$ cat src/rtl/pwm_duty_meter_pkg.sv
// Shared constants and FSM encoding for the 0..100 PWM link (transmitter and receiver).
// The PWM_METER_FILTER_EN build option lives in pwm_in_sync.
package pwm_duty_meter_pkg;

   localparam int PWM_PERIOD   = 101;
   localparam int PWM_DUTY_MAX = 100;

   typedef enum logic {
      ST_IDLE    = 1'b0,
      ST_MEASURE = 1'b1
   } meter_state_t;

endpackage

$ cat src/rtl/pwm_in_sync.sv
// Input conditioning for the PWM receiver: 2-flop synchronizer, history flops, rise detect.
// With PWM_METER_FILTER_EN defined a 3-sample majority filter sits in front of the edge detect.
module pwm_in_sync (
   input  logic clk,
   input  logic reset,
   input  logic pwm_in,
   output logic level,
   output logic rise
);

`ifdef PWM_METER_FILTER_EN
   localparam int DEPTH = 4;
`else
   localparam int DEPTH = 3;
`endif

   // sync_reg[0]=s1, [1]=s2, [2]=s3, [3]=s4 (filter build only)
   logic [DEPTH-1:0] sync_reg;

   always_ff @(posedge clk) begin
      if (reset) sync_reg[0] <= 1'b0;
      else       sync_reg[0] <= pwm_in;
   end

   genvar gi;
   generate
      for (gi = 1; gi < DEPTH; gi++) begin : g_chain
         always_ff @(posedge clk) begin
            if (reset) sync_reg[gi] <= 1'b0;
            else       sync_reg[gi] <= sync_reg[gi-1];
         end
      end
   endgenerate

`ifdef PWM_METER_FILTER_EN
   logic filt;
   logic filt_prev_reg;

   assign filt = (sync_reg[1] & sync_reg[2]) | (sync_reg[1] & sync_reg[3]) |
                 (sync_reg[2] & sync_reg[3]);

   always_ff @(posedge clk) begin
      if (reset) filt_prev_reg <= 1'b0;
      else       filt_prev_reg <= filt;
   end

   assign level = filt;
   assign rise  = filt & ~filt_prev_reg;
`else
   assign level = sync_reg[1];
   assign rise  = sync_reg[1] & ~sync_reg[2];
`endif

endmodule

$ cat src/rtl/pwm_duty_meter.sv
// Receive side of the 0..100 PWM link: measures period and high time, reports duty per period.
// Build option PWM_METER_FILTER_EN enables the glitch filter inside pwm_in_sync.
module pwm_duty_meter
   import pwm_duty_meter_pkg::*;
#(
   parameter int N       = 7,
   parameter int CW      = 8,
   parameter int PERIOD  = PWM_PERIOD,
   parameter int TOL     = 0,
   parameter int TIMEOUT = 202
) (
   input  logic         clk,
   input  logic         reset,
   input  logic         pwm_in,
   output logic [N-1:0] duty,
   output logic         duty_valid,
   output logic         period_err,
   output logic         locked
);

   logic          level;
   logic          rise;
   logic [CW-1:0] pc_reg;
   logic [CW-1:0] hc_reg;
   meter_state_t  state_reg;
   logic          timeout;
   logic          in_tol;
   int            pc_int;

   pwm_in_sync u_sync (
      .clk    (clk),
      .reset  (reset),
      .pwm_in (pwm_in),
      .level  (level),
      .rise   (rise)
   );

   assign pc_int  = int'(pc_reg);
   assign in_tol  = (pc_int >= PERIOD - TOL) && (pc_int <= PERIOD + TOL);
   assign timeout = (pc_reg == CW'(TIMEOUT));

   // pc/hc restart at 1 on a rise: the rising tick itself is the first tick of the new period.
   always_ff @(posedge clk) begin
      if (reset) begin
         pc_reg <= '0;
         hc_reg <= '0;
      end else if (rise) begin
         pc_reg <= CW'(1);
         hc_reg <= CW'(1);
      end else if (timeout) begin
         pc_reg <= CW'(1);
         hc_reg <= {{(CW-1){1'b0}}, level};
      end else begin
         pc_reg <= pc_reg + CW'(1);
         hc_reg <= hc_reg + {{(CW-1){1'b0}}, level};
      end
   end

   always_ff @(posedge clk) begin
      if (reset) begin
         state_reg  <= ST_IDLE;
         duty       <= '0;
         duty_valid <= 1'b0;
         period_err <= 1'b0;
         locked     <= 1'b0;
      end else begin
         duty_valid <= 1'b0;
         period_err <= 1'b0;
         if (rise) begin
            if (state_reg == ST_IDLE) begin
               state_reg <= ST_MEASURE;
            end else if (in_tol) begin
               duty       <= (hc_reg > CW'(PWM_DUTY_MAX)) ? N'(PWM_DUTY_MAX) : hc_reg[N-1:0];
               duty_valid <= 1'b1;
               locked     <= 1'b1;
            end else begin
               period_err <= 1'b1;
               locked     <= 1'b0;
            end
         end else if (timeout) begin
            // Constant level: report 0 or 100 without touching the FSM state.
            duty       <= level ? N'(PWM_DUTY_MAX) : '0;
            duty_valid <= 1'b1;
            locked     <= 1'b0;
         end
      end
   end

endmodule

$ cat config.mk
export PLATFORM = sky130hd
export DESIGN_NAME = pwm_duty_meter
export DESIGN_NICKNAME = d
export VERILOG_FILES = /design/src/rtl/pwm_duty_meter_pkg.sv /design/src/rtl/pwm_in_sync.sv /design/src/rtl/pwm_duty_meter.sv
export SDC_FILE = /design/constraint.sdc
export NUM_CORES = 1
export LEC_CHECK = 0
export BUFFER_PORTS_ARGS = -buffer_cell sky130_fd_sc_hd__buf_2
export CAP_MARGIN = 5
export CORE_ASPECT_RATIO = 1.1
export CORE_MARGIN = 5
export CORE_UTILIZATION = 31
export DETAILED_ROUTE_END_ITERATION = 10
export MAX_ROUTING_LAYER = met4
export PLACE_DENSITY_LB_ADDON = 0.2
export SLEW_MARGIN = 25
export SYNTH_ARGS = -nofsm -noshare
export SYNTH_HDL_FRONTEND = slang
export SYNTH_SLANG_ARGS = --single-unit
$ cat constraint.sdc
create_clock -name clk -period 2.85 [get_ports clk]
set_clock_uncertainty 0.15 [all_clocks]
set_input_delay 0.1425 -clock clk [delete_from_list [all_inputs] [get_ports clk]]
set_output_delay 0.1425 -clock clk [all_outputs]
set_load 0.01 [all_outputs]
==> tab_implementation.tex, run 1 <==
\begin{tabular}{lr}
\hline
Metric & Value \\
\hline
\multicolumn{2}{l}{\textbf{Finish}} \\
Synth-to-Final Area Change & 20.7\% \\
Final-layout fill cell count & 411 \\
ANT cells & 0 \\
Share of layout cells above drive strength 1 & 15.0\% \\
Sequential cell area & 601 um\^{}2 \\
Core occupancy in the finished layout & 38.3\% \\
Total area of multi-input combinational cells & 593 um\^{}2 \\
Number of nets in the layout & 154 \\
\multicolumn{2}{l}{\textbf{Clocking}} \\
Total clock buffers created by CTS & 5 \\
Insertion delay to the later sink of the worst-skew pair & 0.28 ns \\
Buffers from clock root to sink, at most & 2 \\
CTS H-tree lvls & 2 \\
CTS Sinks & 30 \\
Count of cells resized by post-cts repair & 0 \\
TritonCTS clock tree & done \\
Clock tree root driver cell & sky130\_fd\_sc\_hd\_\_clkbuf\_8 \\
Clk slew on worst S/H paths & 0.06 ns \\
\multicolumn{2}{l}{\textbf{Pwr}} \\
PwrDens & 666 mW/mm\^{}2 \\
Switching power as a share of total power & 18.5\% \\
Lkg Pwr & 0.594 nW \\
Maximum VDD drop & 0.355 mV \\
Clock Power Share & 53.4\% \\
Combinational fraction of design power & 2.9\% \\
Power share of the sequential group & 43.7\% \\
Net Switching & 0.184 mW \\
Internal portion of total power & 0.812 mW \\
\multicolumn{2}{l}{\textbf{Setup path}} \\
End of the worst register-to-register path & pc\_reg[5] \\
Critical path capture point type & register \\
Required arrival time at the worst endpoint & 2.85 ns \\
Number of cell instances on the worst register-to-register path & 6 \\
Origin of the critical flop-to-flop path & pc\_reg[0] \\
Worst path cell trace & inv\_1 > ha\_1 > nand4b\_1 > nor4b\_4 > or3\_1 > nor2\_1 \\
Longest individual stage delay on the worst path & 0.47 ns \\
Slowest-stage cell, CP & sky130\_fd\_sc\_hd\_\_or3\_1 \\
Reg2reg setup slack & 0.90 ns \\
Critical Path AT & 1.95 ns \\
Startpoint class of the critical path & register \\
Maximum fanout along the worst path & 14 \\
Worst setup path class & register to register \\
\multicolumn{2}{l}{\textbf{Min path}} \\
Min-Delay Endpoint & duty\_valid \\
Hold Path Class & input pin to register \\
Critical hold path startpoint & reset \\
Worst hold path depth & 2 \\
\multicolumn{2}{l}{\textbf{Routing}} \\
Vias per cell & 4.55 \\
Residual DRC count & 0 \\
Total wirelength of the detailed-routed design & 2.39 mm \\
Average routed wire per standard cell & 12.0 um \\
Post-detailed-route count of antenna-violating nets & 0 \\
First-pass iteration count of the detailed router & 4 \\
Initial detailed-routing violation count & 61 \\
Total vias in the final route & 906 \\
\multicolumn{2}{l}{\textbf{Timing}} \\
Worst relative slew slack & 66.8\% \\
Final hold viol count & 0 \\
Maximum frequency from static timing analysis & 0.513 GHz \\
Setup TNS Final & 0 ns \\
Final min period & 1.95 ns \\
Max-slew violation total from the final report & 0 \\
Unrepaired setup endpoints after global routing & false \\
Worst-Margin Slew & 0.498 ns \\
Final setup violation count & 0 \\
Period Utilization, post-route & 68.4\% \\
\multicolumn{2}{l}{\textbf{Synth}} \\
Fraction of the yosys area taken by sequential cells & 48.5\% \\
Number of nets produced by synthesis & 137 \\
Post-synthesis instance area & 0.00124 mm\^{}2 \\
Library cells used by synthesis & 31 \\
Number of enable-type register cells in the synthesized netlist & 0 \\
Main flop type after synthesis & sky130\_fd\_sc\_hd\_\_dfxtp\_1 \\
Dominant cells by area after synthesis & sky130\_fd\_sc\_hd\_\_dfxtp\_1, sky130\_fd\_sc\_hd\_\_nor2\_1, sky130\_fd\_sc\_hd\_\_ha\_1 \\
Fraction of post-synthesis cell area in the top cell type by area & 48.5\% \\
Average instance area after synthesis & 9.59 um\^{}2 \\
Leading area contributor after synthesis & sky130\_fd\_sc\_hd\_\_dfxtp\_1 \\
Synthesized flop and latch total & 30 \\
Share of synthesized flip-flops with an asynchronous set or reset & 0\% \\
Total number of yosys warnings & 0 \\
Synthesized instance count & 129 \\
\multicolumn{2}{l}{\textbf{Global routing}} \\
Maximum number of pins on one net before global-route repair & 15 \\
GRT Resource Usage Total & 10.5\% \\
Global-route wire length before repair & 4.29 mm \\
Antenna violations before repair & 0 \\
Total gr overflow & 0 \\
Number of global-route vias before repair & 959 \\
\multicolumn{2}{l}{\textbf{Placed design}} \\
Half-perimeter wire length of the detailed placement result & 1.78 mm \\
Count of buffers from port buffering & 12 \\
GPL Wtd Cong & 0.833 \\
\multicolumn{2}{l}{\textbf{Die}} \\
Die Area & 0.00536 mm\^{}2 \\
I/O pin cnt & 13 \\
Initial core utilization & 31.7\% \\
Die Height & 76.3 um \\
Core Footprint & 0.00390 mm\^{}2 \\
X dimension of the die & 70.2 um \\
Num rows & 24 \\
\multicolumn{2}{l}{\textbf{Run}} \\
Max cap viols & 0 \\
\multicolumn{2}{l}{\textbf{Run status}} \\
Run status & completed \\
\hline
\end{tabular}
worst max-delay path by stage:
| stage | start | to | slack [ns] | cells past startpoint |
|---|---|---|---|---|
| detailed placement | pc_reg[0] | pc_reg[5] | 0.88 | 6 |
| global placement | pc_reg[0] | pc_reg[4] | 0.96 | 6 |
| global route | pc_reg[0] | pc_reg[3] | 0.72 | 6 |
| floorplan | pc_reg[0] | hc_reg[5] | 1.14 | 8 |
| finish | pc_reg[0] | pc_reg[5] | 0.90 | 6 |
| CTS | pc_reg[0] | pc_reg[5] | 0.88 | 6 |
per-layer routing:
layer  share of wire (%)  track usage [%]
met1                  47             12.1
met2                  45             15.3
met3                 5.3             3.83
met4                 2.6             6.32
met5                   0                -
power by group through the flow:
stage | clock, mW | sequential, mW | combinational (mW)
after global placement | 0 | 0.443 | 0.0278
final | 0.532 | 0.435 | 0.0290
after global routing | 0.564 | 0.435 | 0.0337
after detailed placement | 0 | 0.444 | 0.0283
after floorplan | 0 | 0.442 | 0.0243
after CTS | 0.544 | 0.434 | 0.0297
critical path: cells and delay by family, from the launching register on:
kind	cells	cell delay (ns)
fa+ha+maj	1	0.14
buf+inv	1	0.08
flops	1	0.34
simple gates	4	1.12
synthesized netlist by cell type (2+ instances only):
library cell / n
sky130_fd_sc_hd__dfxtp_1: 30
sky130_fd_sc_hd__nor2_1: 23
sky130_fd_sc_hd__nand2_1: 9
sky130_fd_sc_hd__xnor2_1: 7
sky130_fd_sc_hd__inv_1: 6
sky130_fd_sc_hd__nand3_1: 6
sky130_fd_sc_hd__ha_1: 5
sky130_fd_sc_hd__xor2_1: 5
sky130_fd_sc_hd__a22o_1: 4
sky130_fd_sc_hd__nor2b_1: 4
sky130_fd_sc_hd__a21oi_1: 3
sky130_fd_sc_hd__o31ai_1: 3
sky130_fd_sc_hd__buf_2: 2
sky130_fd_sc_hd__mux2i_1: 2
sky130_fd_sc_hd__nor3_1: 2
sky130_fd_sc_hd__nor3b_1: 2
sky130_fd_sc_hd__o21ai_0: 2
kinds of logic (layout without fill, tap and decap cells):
family          Yosys count  in the layout  synth area share [%]
compound gates           17             17                  10.4
xor+xnor                 12             12                  8.49
fa+ha+maj                 5              5                  5.06
buf+inv                   9             27                  3.54
flops                    30             30                  48.5
mux                       2              2                  1.62
simple gates             54             54                  22.3
cell usage in the layout, fill, tap and decap left out:
cell,n
sky130_fd_sc_hd__o31ai_1,3
sky130_fd_sc_hd__nor3_1,2
sky130_fd_sc_hd__or3_1,1
sky130_fd_sc_hd__a211oi_2,1
sky130_fd_sc_hd__clkbuf_8,6
sky130_fd_sc_hd__and4_1,1
sky130_fd_sc_hd__nand4_1,1
sky130_fd_sc_hd__nand2_1,9
sky130_fd_sc_hd__dlygate4sd3_1,1
sky130_fd_sc_hd__buf_2,12
sky130_fd_sc_hd__a211oi_1,1
sky130_fd_sc_hd__nor2b_1,4
sky130_fd_sc_hd__bufinv_16,2
sky130_fd_sc_hd__a22o_1,4
sky130_fd_sc_hd__nor4b_4,1
sky130_fd_sc_hd__mux2i_1,2
sky130_fd_sc_hd__and2_1,1
sky130_fd_sc_hd__nor3b_1,2
sky130_fd_sc_hd__inv_1,6
sky130_fd_sc_hd__nand3_1,6
sky130_fd_sc_hd__xor2_1,5
sky130_fd_sc_hd__nor2_1,23
sky130_fd_sc_hd__o41ai_1,1
sky130_fd_sc_hd__and3_1,1
sky130_fd_sc_hd__dfxtp_1,30
sky130_fd_sc_hd__o2bb2ai_1,1
sky130_fd_sc_hd__o31a_1,1
sky130_fd_sc_hd__and4b_1,1
sky130_fd_sc_hd__ha_1,5
sky130_fd_sc_hd__nand4b_1,1
sky130_fd_sc_hd__o21ai_0,2
sky130_fd_sc_hd__xnor2_1,7
sky130_fd_sc_hd__a21oi_1,3
timing repair:
item / CTS / global route
hold buffers: 1 / 0
endpoints found under the hold margin: 1 / 0
buffers inserted: 0 / 0
through the flow:
| step | hold WS [ns] | area, um^2 | setup slack (ns) | power (mW) | std cells |
|---|---|---|---|---|---|
| floorplan | 0.121 | 1240 | 1.14 | 0.466 | 129 |
| global placement | 0.208 | 1340 | 0.959 | 0.471 | 190 |
| detailed placement | 0.208 | 1340 | 0.879 | 0.472 | 190 |
| CTS | 0.0192 | 1490 | 0.881 | 1.01 | 199 |
| global route | 0.0407 | 1490 | 0.724 | 1.03 | 199 |
| finish | 0.0281 | 1490 | 0.901 | 0.995 | 199 |
cell type report:
cell class / count / share of cell area, %
Timing Repair Buffer: 13 / 4.69
Multi-Input combinational cell: 90 / 39.7
Tap cell: 52 / 4.36
Sequential cell: 30 / 40.2
Inverter: 6 / 1.51
Clock buffer: 6 / 5.53
Clock inverter: 2 / 4.02
Power figures use the tool's default switching activity.
==> run 2, diff against run 1 <==
- clock period: 2.85 -> 1.6 ns (I/O delays scaled with it)
==> run 2 against run 1 <==
  * The flow now finishes with violations (setup timing)
  * Register-to-register slack worse by 1.0 ns
  * Die area unchanged
  * Core utilization up 5.3 points
  * First-iteration DRC count down 54%
  * Design area up 14%
  * Fmax up 15%
  * Largest cell class is now multi-input combinational cells
  * Largest power group is now registers
  * Highest routed layer unchanged
==> tab_implementation.tex, run 2 (synthesis gave the netlist of run 1 again) <==
\begin{tabular}{lr}
\hline
Metric & Value \\
\hline
\multicolumn{2}{l}{\textbf{Run status}} \\
Run status & finished with violations \\
Failing checks & setup timing \\
\multicolumn{2}{l}{\textbf{Die}} \\
Die Height & 76.3 um (unchanged) \\
X dimension of the die & 70.2 um (unchanged) \\
Core Footprint & 0.00390 mm\^{}2 (unchanged) \\
Num rows & 24 (unchanged) \\
Initial core utilization & 31.7\% (unchanged) \\
I/O pin cnt & 13 (unchanged) \\
Die Area & 0.00536 mm\^{}2 (unchanged) \\
\multicolumn{2}{l}{\textbf{Clocking}} \\
TritonCTS clock tree & done \\
Total clock buffers created by CTS & 5 (unchanged) \\
Clk slew on worst S/H paths & 0.06 ns (about the same) \\
Insertion delay to the later sink of the worst-skew pair & 0.28 ns (about the same) \\
Buffers from clock root to sink, at most & 2 (unchanged) \\
Clock tree root driver cell & sky130\_fd\_sc\_hd\_\_clkbuf\_8 \\
CTS H-tree lvls & 2 (unchanged) \\
CTS Sinks & 30 (unchanged) \\
\multicolumn{2}{l}{\textbf{Routing}} \\
First-pass iteration count of the detailed router & 4 (unchanged) \\
Residual DRC count & 0 (unchanged) \\
Initial detailed-routing violation count & 28 (-54\%) \\
Total vias in the final route & 1002 (+11\%) \\
Vias per cell & 4.51 (-0.86\%) \\
Average routed wire per standard cell & 11.8 um (-1.5\%) \\
Post-detailed-route count of antenna-violating nets & 0 (unchanged) \\
Total wirelength of the detailed-routed design & 2.63 mm (+9.9\%) \\
\multicolumn{2}{l}{\textbf{Setup path}} \\
Required arrival time at the worst endpoint & 1.63 ns (-1.22 ns) \\
Critical path capture point type & register \\
Critical Path AT & 1.72 ns (-0.23 ns) \\
Maximum fanout along the worst path & 5 (-9) \\
Worst setup path class & register to register \\
Startpoint class of the critical path & register \\
\multicolumn{2}{l}{\textbf{Global routing}} \\
Antenna violations before repair & 0 (unchanged) \\
Number of global-route vias before repair & 1047 (+9.2\%) \\
Global-route wire length before repair & 4.63 mm (+7.9\%) \\
GRT Resource Usage Total & 11.4\% (+0.91 points) \\
Total gr overflow & 0 (unchanged) \\
Maximum number of pins on one net before global-route repair & 12 (-3) \\
\multicolumn{2}{l}{\textbf{Pwr}} \\
Power share of the sequential group & 47.3\% (+3.6 points) \\
Switching power as a share of total power & 19.9\% (+1.5 points) \\
Combinational fraction of design power & 6.0\% (+3.1 points) \\
PwrDens & 964 mW/mm\^{}2 (+45\%) \\
Total design power & 1.64 mW (+65\%) \\
Internal portion of total power & 1.31 mW (+62\%) \\
Lkg Pwr & 0.709 nW (+19\%) \\
Clock Power Share & 46.7\% (-6.7 points) \\
Net Switching & 0.327 mW (+78\%) \\
Maximum VDD drop & 0.797 mV (+120\%) \\
\multicolumn{2}{l}{\textbf{Finish}} \\
Synth-to-Final Area Change & 37.5\% \\
Post-route cell area & 0.00170 mm\^{}2 (+14\%) \\
Most used cells in the layout excluding fill and tap cells & sky130\_fd\_sc\_hd\_\_dfxtp\_1, sky130\_fd\_sc\_hd\_\_nor2\_1, sky130\_fd\_sc\_hd\_\_buf\_4 \\
Number of nets in the layout & 178 (+16\%) \\
Leading cell type in the layout, fill and taps excluded & sky130\_fd\_sc\_hd\_\_dfxtp\_1 \\
Share of layout cells above drive strength 1 & 30.0\% (+15 points) \\
Final-layout fill cell count & 398 (-3.2\%) \\
ANT cells & 0 (unchanged) \\
\multicolumn{2}{l}{\textbf{Timing}} \\
Final setup violation count & 9 (+9) \\
Max-slew violation total from the final report & 0 (unchanged) \\
Final min period & 1.70 ns (-0.254 ns) \\
Period Utilization, post-route & 106\% (+38 points) \\
Final hold viol count & 0 (unchanged) \\
Worst-Margin Slew & 0.317 ns (-0.181 ns) \\
Maximum frequency from static timing analysis & 0.590 GHz (+15\%) \\
Unrepaired setup endpoints after global routing & true \\
Worst relative slew slack & 78.6\% (+12 points) \\
Post-route setup slack & -0.0957 ns (-0.996 ns) \\
Setup TNS Final & -0.501 ns (-0.501 ns) \\
\multicolumn{2}{l}{\textbf{Min path}} \\
Hold Path Class & register to register \\
\multicolumn{2}{l}{\textbf{Placed design}} \\
GPL Wtd Cong & 0.773 (-7.3\%) \\
Setup Slack @ Placement & -0.181 ns (-1.06 ns) \\
Count of buffers from port buffering & 12 (unchanged) \\
Half-perimeter wire length of the detailed placement result & 1.90 mm (+6.5\%) \\
Placed Instance Area & 0.00145 mm\^{}2 (+7.9\%) \\
\multicolumn{2}{l}{\textbf{Run}} \\
Max cap viols & 0 (unchanged) \\
\hline
\end{tabular}
[run 2: changes by cell type in the layout (fill, tap and decap cells not counted), sizes merged]
cell | previous run | this run
bufinv | 2 | 1
dlygate4sd3 | 1 | 3
buf | 12 | 34
[run 2: stage by stage]
stage / utilization, % / hold slack, ns / std cells
detailed placement: 37.1 / 0.165 / 204
global route: 43.6 / 0.317 / 222
global placement: 37.1 / 0.153 / 204
finish: 43.6 / 0.285 / 222
floorplan: - / 0.0582 / 129
CTS: 43.1 / 0.289 / 222
[run 2: timing repair]
item                       4_1_cts  5_1_grt
pin swaps                        3        3
setup endpoints to repair       23       25
hold buffers                     3        0
hold endpoints to repair         5        0
setup buffers                    8        1
resized for setup                8        6
[run 2: power groups by stage]
stage	sequential, mW	combinational [mW]	clock [mW]
final	0.776	0.0987	0.766
after global routing	0.777	0.108	0.836
after global placement	0.789	0.0706	0
after CTS	0.776	0.0967	0.799
after detailed placement	0.790	0.0720	0
after floorplan	0.788	0.0438	0
[run 2: worst max-delay path, cell delays in order, from the launching register on]
cell and delay (ns):
sky130_fd_sc_hd__dfxtp_2 0.34, sky130_fd_sc_hd__inv_2 0.08, sky130_fd_sc_hd__ha_4 0.11, sky130_fd_sc_hd__nand4b_1 0.14, sky130_fd_sc_hd__nor4b_4 0.28, sky130_fd_sc_hd__buf_4 0.18, sky130_fd_sc_hd__a211oi_4 0.07, sky130_fd_sc_hd__a22o_1 0.23
[run 2: area by class of cell]
type	count	area (um^2)	area share (%)
Multi-Input combinational cell	90	629	37.0
Sequential cell	30	606	35.6
Timing Repair Buffer	37	267	15.7
Clock buffer	6	82.6	4.85
Tap cell	52	65.1	3.82
Clock inverter	1	30.0	1.76
Inverter	6	22.5	1.32
[run 2: final timing paths]
check | startpoint | endpoint | slack [ns] | depth (start not counted)
max | pc_reg[0] | duty[1] | -0.1 | 7
min | u_sync.sync_reg[0] | u_sync.level | 0.28 | 1
max reg2reg | pc_reg[0] | duty[1] | -0.1 | 7
min reg2reg | u_sync.sync_reg[0] | u_sync.level | 0.28 | 1
[run 2: routing by layer]
layer | routed length [um] | up-vias | GRT usage (%)
met5 | 0 | - | -
met4 | 85 | 0 | 8.62
met3 | 86 | 7 | 3.17
met2 | 1350 | 11 | 18.3
met1 | 1110 | 466 | 11.6
li1 | - | 518 | -
==> run 3, diff against run 2 <==
- SYNTH_HIERARCHICAL: not set -> 1
==> run 3 against run 2 <==
  * The run now ends clean
  * Non-clock buffer count decreased by 9
  * Clock-buffer cell count increased by 1
  * Design area increased by 5.3%
  * Register-to-register slack improved by 0.12 ns
  * Total power decreased by 8.6%
  * Final cell count increased by 2.7%
  * Die area increased by 7.2%
  * Via count increased by 7.9%
  * First-iteration DRC count increased by 89%
  * Area after synthesis increased by 8.4%
  * Critical endpoint is now duty[3]
==> tab_implementation.tex, run 3 <==
\begin{tabular}{lr}
\hline
Metric & Value \\
\hline
\multicolumn{2}{l}{\textbf{Finish}} \\
Leading cell type in the layout, fill and taps excluded & sky130\_fd\_sc\_hd\_\_dfxtp\_1 \\
Total area of multi-input combinational cells & 816 um\^{}2 (+30\%) \\
Post-route cell area & 0.00179 mm\^{}2 (+5.3\%) \\
Fin cells & 228 (+2.7\%) \\
Number of nets in the layout & 181 (+1.7\%) \\
Final-layout fill cell count & 431 (+8.3\%) \\
Most used cells in the layout excluding fill and tap cells & sky130\_fd\_sc\_hd\_\_dfxtp\_1, sky130\_fd\_sc\_hd\_\_nor2\_1, sky130\_fd\_sc\_hd\_\_buf\_4 \\
Synth-to-Final Area Change & 33.6\% \\
ANT cells & 0 (unchanged) \\
Sequential cell area & 607 um\^{}2 (+0.21\%) \\
Share of layout cells above drive strength 1 & 35.1\% (+5.1 points) \\
\multicolumn{2}{l}{\textbf{Run}} \\
Max cap viols & 0 (unchanged) \\
\multicolumn{2}{l}{\textbf{Synth}} \\
Post-synthesis instance area & 0.00134 mm\^{}2 (+8.4\%) \\
Average instance area after synthesis & 9.58 um\^{}2 (-0.12\%) \\
Fraction of the yosys area taken by sequential cells & 44.8\% (-3.8 points) \\
Main flop type after synthesis & sky130\_fd\_sc\_hd\_\_dfxtp\_1 \\
Most used standard cell by instance count after synthesis & sky130\_fd\_sc\_hd\_\_dfxtp\_1 \\
Share of synthesized flip-flops with an asynchronous set or reset & 0\% (unchanged) \\
Library cells used by synthesis & 39 (+26\%) \\
Number of nets produced by synthesis & 148 (+8.0\%) \\
Synthesized instance count & 140 (+8.5\%) \\
Leading area contributor after synthesis & sky130\_fd\_sc\_hd\_\_dfxtp\_1 \\
Dominant cells by area after synthesis & sky130\_fd\_sc\_hd\_\_dfxtp\_1, sky130\_fd\_sc\_hd\_\_nor2\_1, sky130\_fd\_sc\_hd\_\_xnor2\_1 \\
Synthesized flop and latch total & 30 (unchanged) \\
Total number of yosys warnings & 6 (+6) \\
Most used standard cells in the synthesized netlist & sky130\_fd\_sc\_hd\_\_dfxtp\_1, sky130\_fd\_sc\_hd\_\_nor2\_1, sky130\_fd\_sc\_hd\_\_xnor2\_1 \\
Number of enable-type register cells in the synthesized netlist & 0 (unchanged) \\
Fraction of post-synthesis cell area in the top cell type by area & 44.8\% (-3.8 points) \\
\multicolumn{2}{l}{\textbf{Setup path}} \\
Critical path capture point type & register \\
End of the worst register-to-register path & duty[3] \\
Worst path cell trace & inv\_1 > ha\_1 > and4b\_4 > and3\_4 > nor3\_4 > a22o\_1 \\
Longest individual stage delay on the worst path & 0.35 ns (about the same) \\
Slowest-stage cell, CP & sky130\_fd\_sc\_hd\_\_dfxtp\_4 \\
Maximum fanout along the worst path & 4 (-1) \\
Reg2reg setup slack & 0.03 ns (+0.12 ns) \\
Required arrival time at the worst endpoint & 1.63 ns (about the same) \\
Worst setup path class & register to register \\
Critical Path AT & 1.60 ns (-0.12 ns) \\
Count of buffer and inverter cells on the critical path & 1 (-1) \\
CP delay by family, top & simple AND/OR/NAND/NOR gates \\
Startpoint class of the critical path & register \\
Critical Path Stages & 6 (-1) \\
Origin of the critical flop-to-flop path & pc\_reg[1] \\
Number of cell instances on the worst register-to-register path & 6 (-1) \\
\multicolumn{2}{l}{\textbf{Clocking}} \\
CTS H-tree lvls & 2 (unchanged) \\
Buffers from clock root to sink, at most & 2 (unchanged) \\
TritonCTS clock tree & done \\
Clock tree root driver cell & sky130\_fd\_sc\_hd\_\_clkbuf\_8 \\
CTS Sinks & 30 (unchanged) \\
Clk slew on worst S/H paths & 0.06 ns (about the same) \\
Insertion delay to the later sink of the worst-skew pair & 0.28 ns (about the same) \\
Total clock buffers created by CTS & 5 (unchanged) \\
\multicolumn{2}{l}{\textbf{Timing}} \\
Maximum frequency from static timing analysis & 0.636 GHz (+7.9\%) \\
Period Utilization, post-route & 98.3\% (-7.7 points) \\
Final min period & 1.57 ns (-0.124 ns) \\
Post-route setup slack & 0.0279 ns (+0.124 ns) \\
Max-slew violation total from the final report & 0 (unchanged) \\
Final setup violation count & 0 (-9) \\
Final hold viol count & 0 (unchanged) \\
Setup TNS Final & 0 ns (+0.501 ns) \\
Worst-Margin Slew & 0.324 ns (+0.00702 ns) \\
Worst relative slew slack & 78.2\% (-0.35 points) \\
Unrepaired setup endpoints after global routing & true \\
\multicolumn{2}{l}{\textbf{Global routing}} \\
Antenna violations before repair & 0 (unchanged) \\
GRT Resource Usage Total & 11.8\% (+0.45 points) \\
Global-route wire length before repair & 4.97 mm (+7.5\%) \\
Total gr overflow & 0 (unchanged) \\
Maximum number of pins on one net before global-route repair & 15 (+3) \\
Number of global-route vias before repair & 1062 (+1.4\%) \\
\multicolumn{2}{l}{\textbf{Routing}} \\
Post-detailed-route count of antenna-violating nets & 0 (unchanged) \\
Total vias in the final route & 1081 (+7.9\%) \\
Initial detailed-routing violation count & 53 (+89\%) \\
First-pass iteration count of the detailed router & 4 (unchanged) \\
Residual DRC count & 0 (unchanged) \\
Average routed wire per standard cell & 13.0 um (+10\%) \\
Total wirelength of the detailed-routed design & 2.97 mm (+13\%) \\
Vias per cell & 4.74 (+5.0\%) \\
\multicolumn{2}{l}{\textbf{Min path}} \\
Critical hold path startpoint & u\_sync/sync\_reg[0] \\
Worst hold path depth & 1 (unchanged) \\
Hold Path Class & register to register \\
Min-Delay Endpoint & u\_sync/level \\
\multicolumn{2}{l}{\textbf{Die}} \\
I/O pin cnt & 13 (unchanged) \\
X dimension of the die & 72.7 um (+3.5\%) \\
Die Area & 0.00574 mm\^{}2 (+7.2\%) \\
Initial core utilization & 31.5\% (-0.17 points) \\
Die Height & 79.0 um (+3.6\%) \\
Core Footprint & 0.00425 mm\^{}2 (+9.0\%) \\
Num rows & 25 (+4.2\%) \\
\multicolumn{2}{l}{\textbf{Placed design}} \\
Half-perimeter wire length of the detailed placement result & 2.13 mm (+12\%) \\
Count of buffers from port buffering & 12 (unchanged) \\
GPL Wtd Cong & 0.762 (-1.4\%) \\
Instance count after placement with tap cells included & 216 (+5.9\%) \\
Placed Instance Area & 0.00157 mm\^{}2 (+8.7\%) \\
Setup Slack @ Placement & -0.0575 ns (+0.123 ns) \\
\multicolumn{2}{l}{\textbf{Pwr}} \\
Lkg Pwr & 0.699 nW (-1.4\%) \\
Maximum VDD drop & 0.416 mV (-48\%) \\
PwrDens & 837 mW/mm\^{}2 (-13\%) \\
\multicolumn{2}{l}{\textbf{Run status}} \\
Run status & completed \\
\hline
\end{tabular}
-- run 3: report_power, final --
| part | switching [mW] | internal [mW] |
|---|---|---|
| combinational | 0.0520 | 0.0543 |
| clock | 0.274 | 0.346 |
| sequential | 0.0119 | 0.762 |
| total | 0.338 | 1.16 |
-- run 3: worst max path at each step --
stage / from / to / slack [ns]
2_1_floorplan: pc_reg[0] / duty[0] / 0.006
3_3_place_gp: pc_reg[0] / duty[0] / -0.03
3_5_place_dp: pc_reg[0] / duty[1] / -0.06
4_1_cts: pc_reg[0] / duty[1] / -0.001
5_1_grt: pc_reg[0] / hc_reg[0] / -0.03
6_report: pc_reg[1] / duty[3] / 0.03
-- run 3: metal layers --
layer	up-vias	routed length (um)	track usage (%)
met2	12	1380	17.3
met1	509	1410	13.8
met5	-	0	-
met3	6	123	5.06
li1	554	-	-
met4	0	60	5.54
-- run 3: repair_timing --
item / 4_1_cts / 5_1_grt
buffers inserted: 1 / 0
gates cloned: 0 / 1
gates resized for setup: 14 / 11
hold buffers: 3 / 0
pin swaps: 9 / 3
setup endpoints to repair: 22 / 23
hold endpoints to repair: 4 / 0
-- run 3: cells by family after synthesis --
group | synth area share [%]
adders and majority gates | 4.66
buffers and inverters | 2.89
AOI/OAI and AO/OA | 10.5
DFF | 44.8
and+or+nand+nor | 27.8
xor gates and xnor gates | 7.84
muxes | 1.49
-- run 3: stage by stage --
stage	hold WS (ns)	power (mW)	utilization, %
after detailed placement	0.156	0.870	37.0
after floorplan	0.00161	0.841	-
after global routing	0.326	1.59	42.1
after global placement	0.150	0.868	37.0
final	0.301	1.50	42.1
after CTS	0.308	1.52	41.3
-- run 3: cell type report --
class	instances	area share (%)
multi-input cells	102	45.5
flip-flops and latches	30	33.9
repair buffers	28	10.5
clock buffers	7	4.82
well taps	54	3.77
inverters	6	1.26
clock inverters	1	0.279
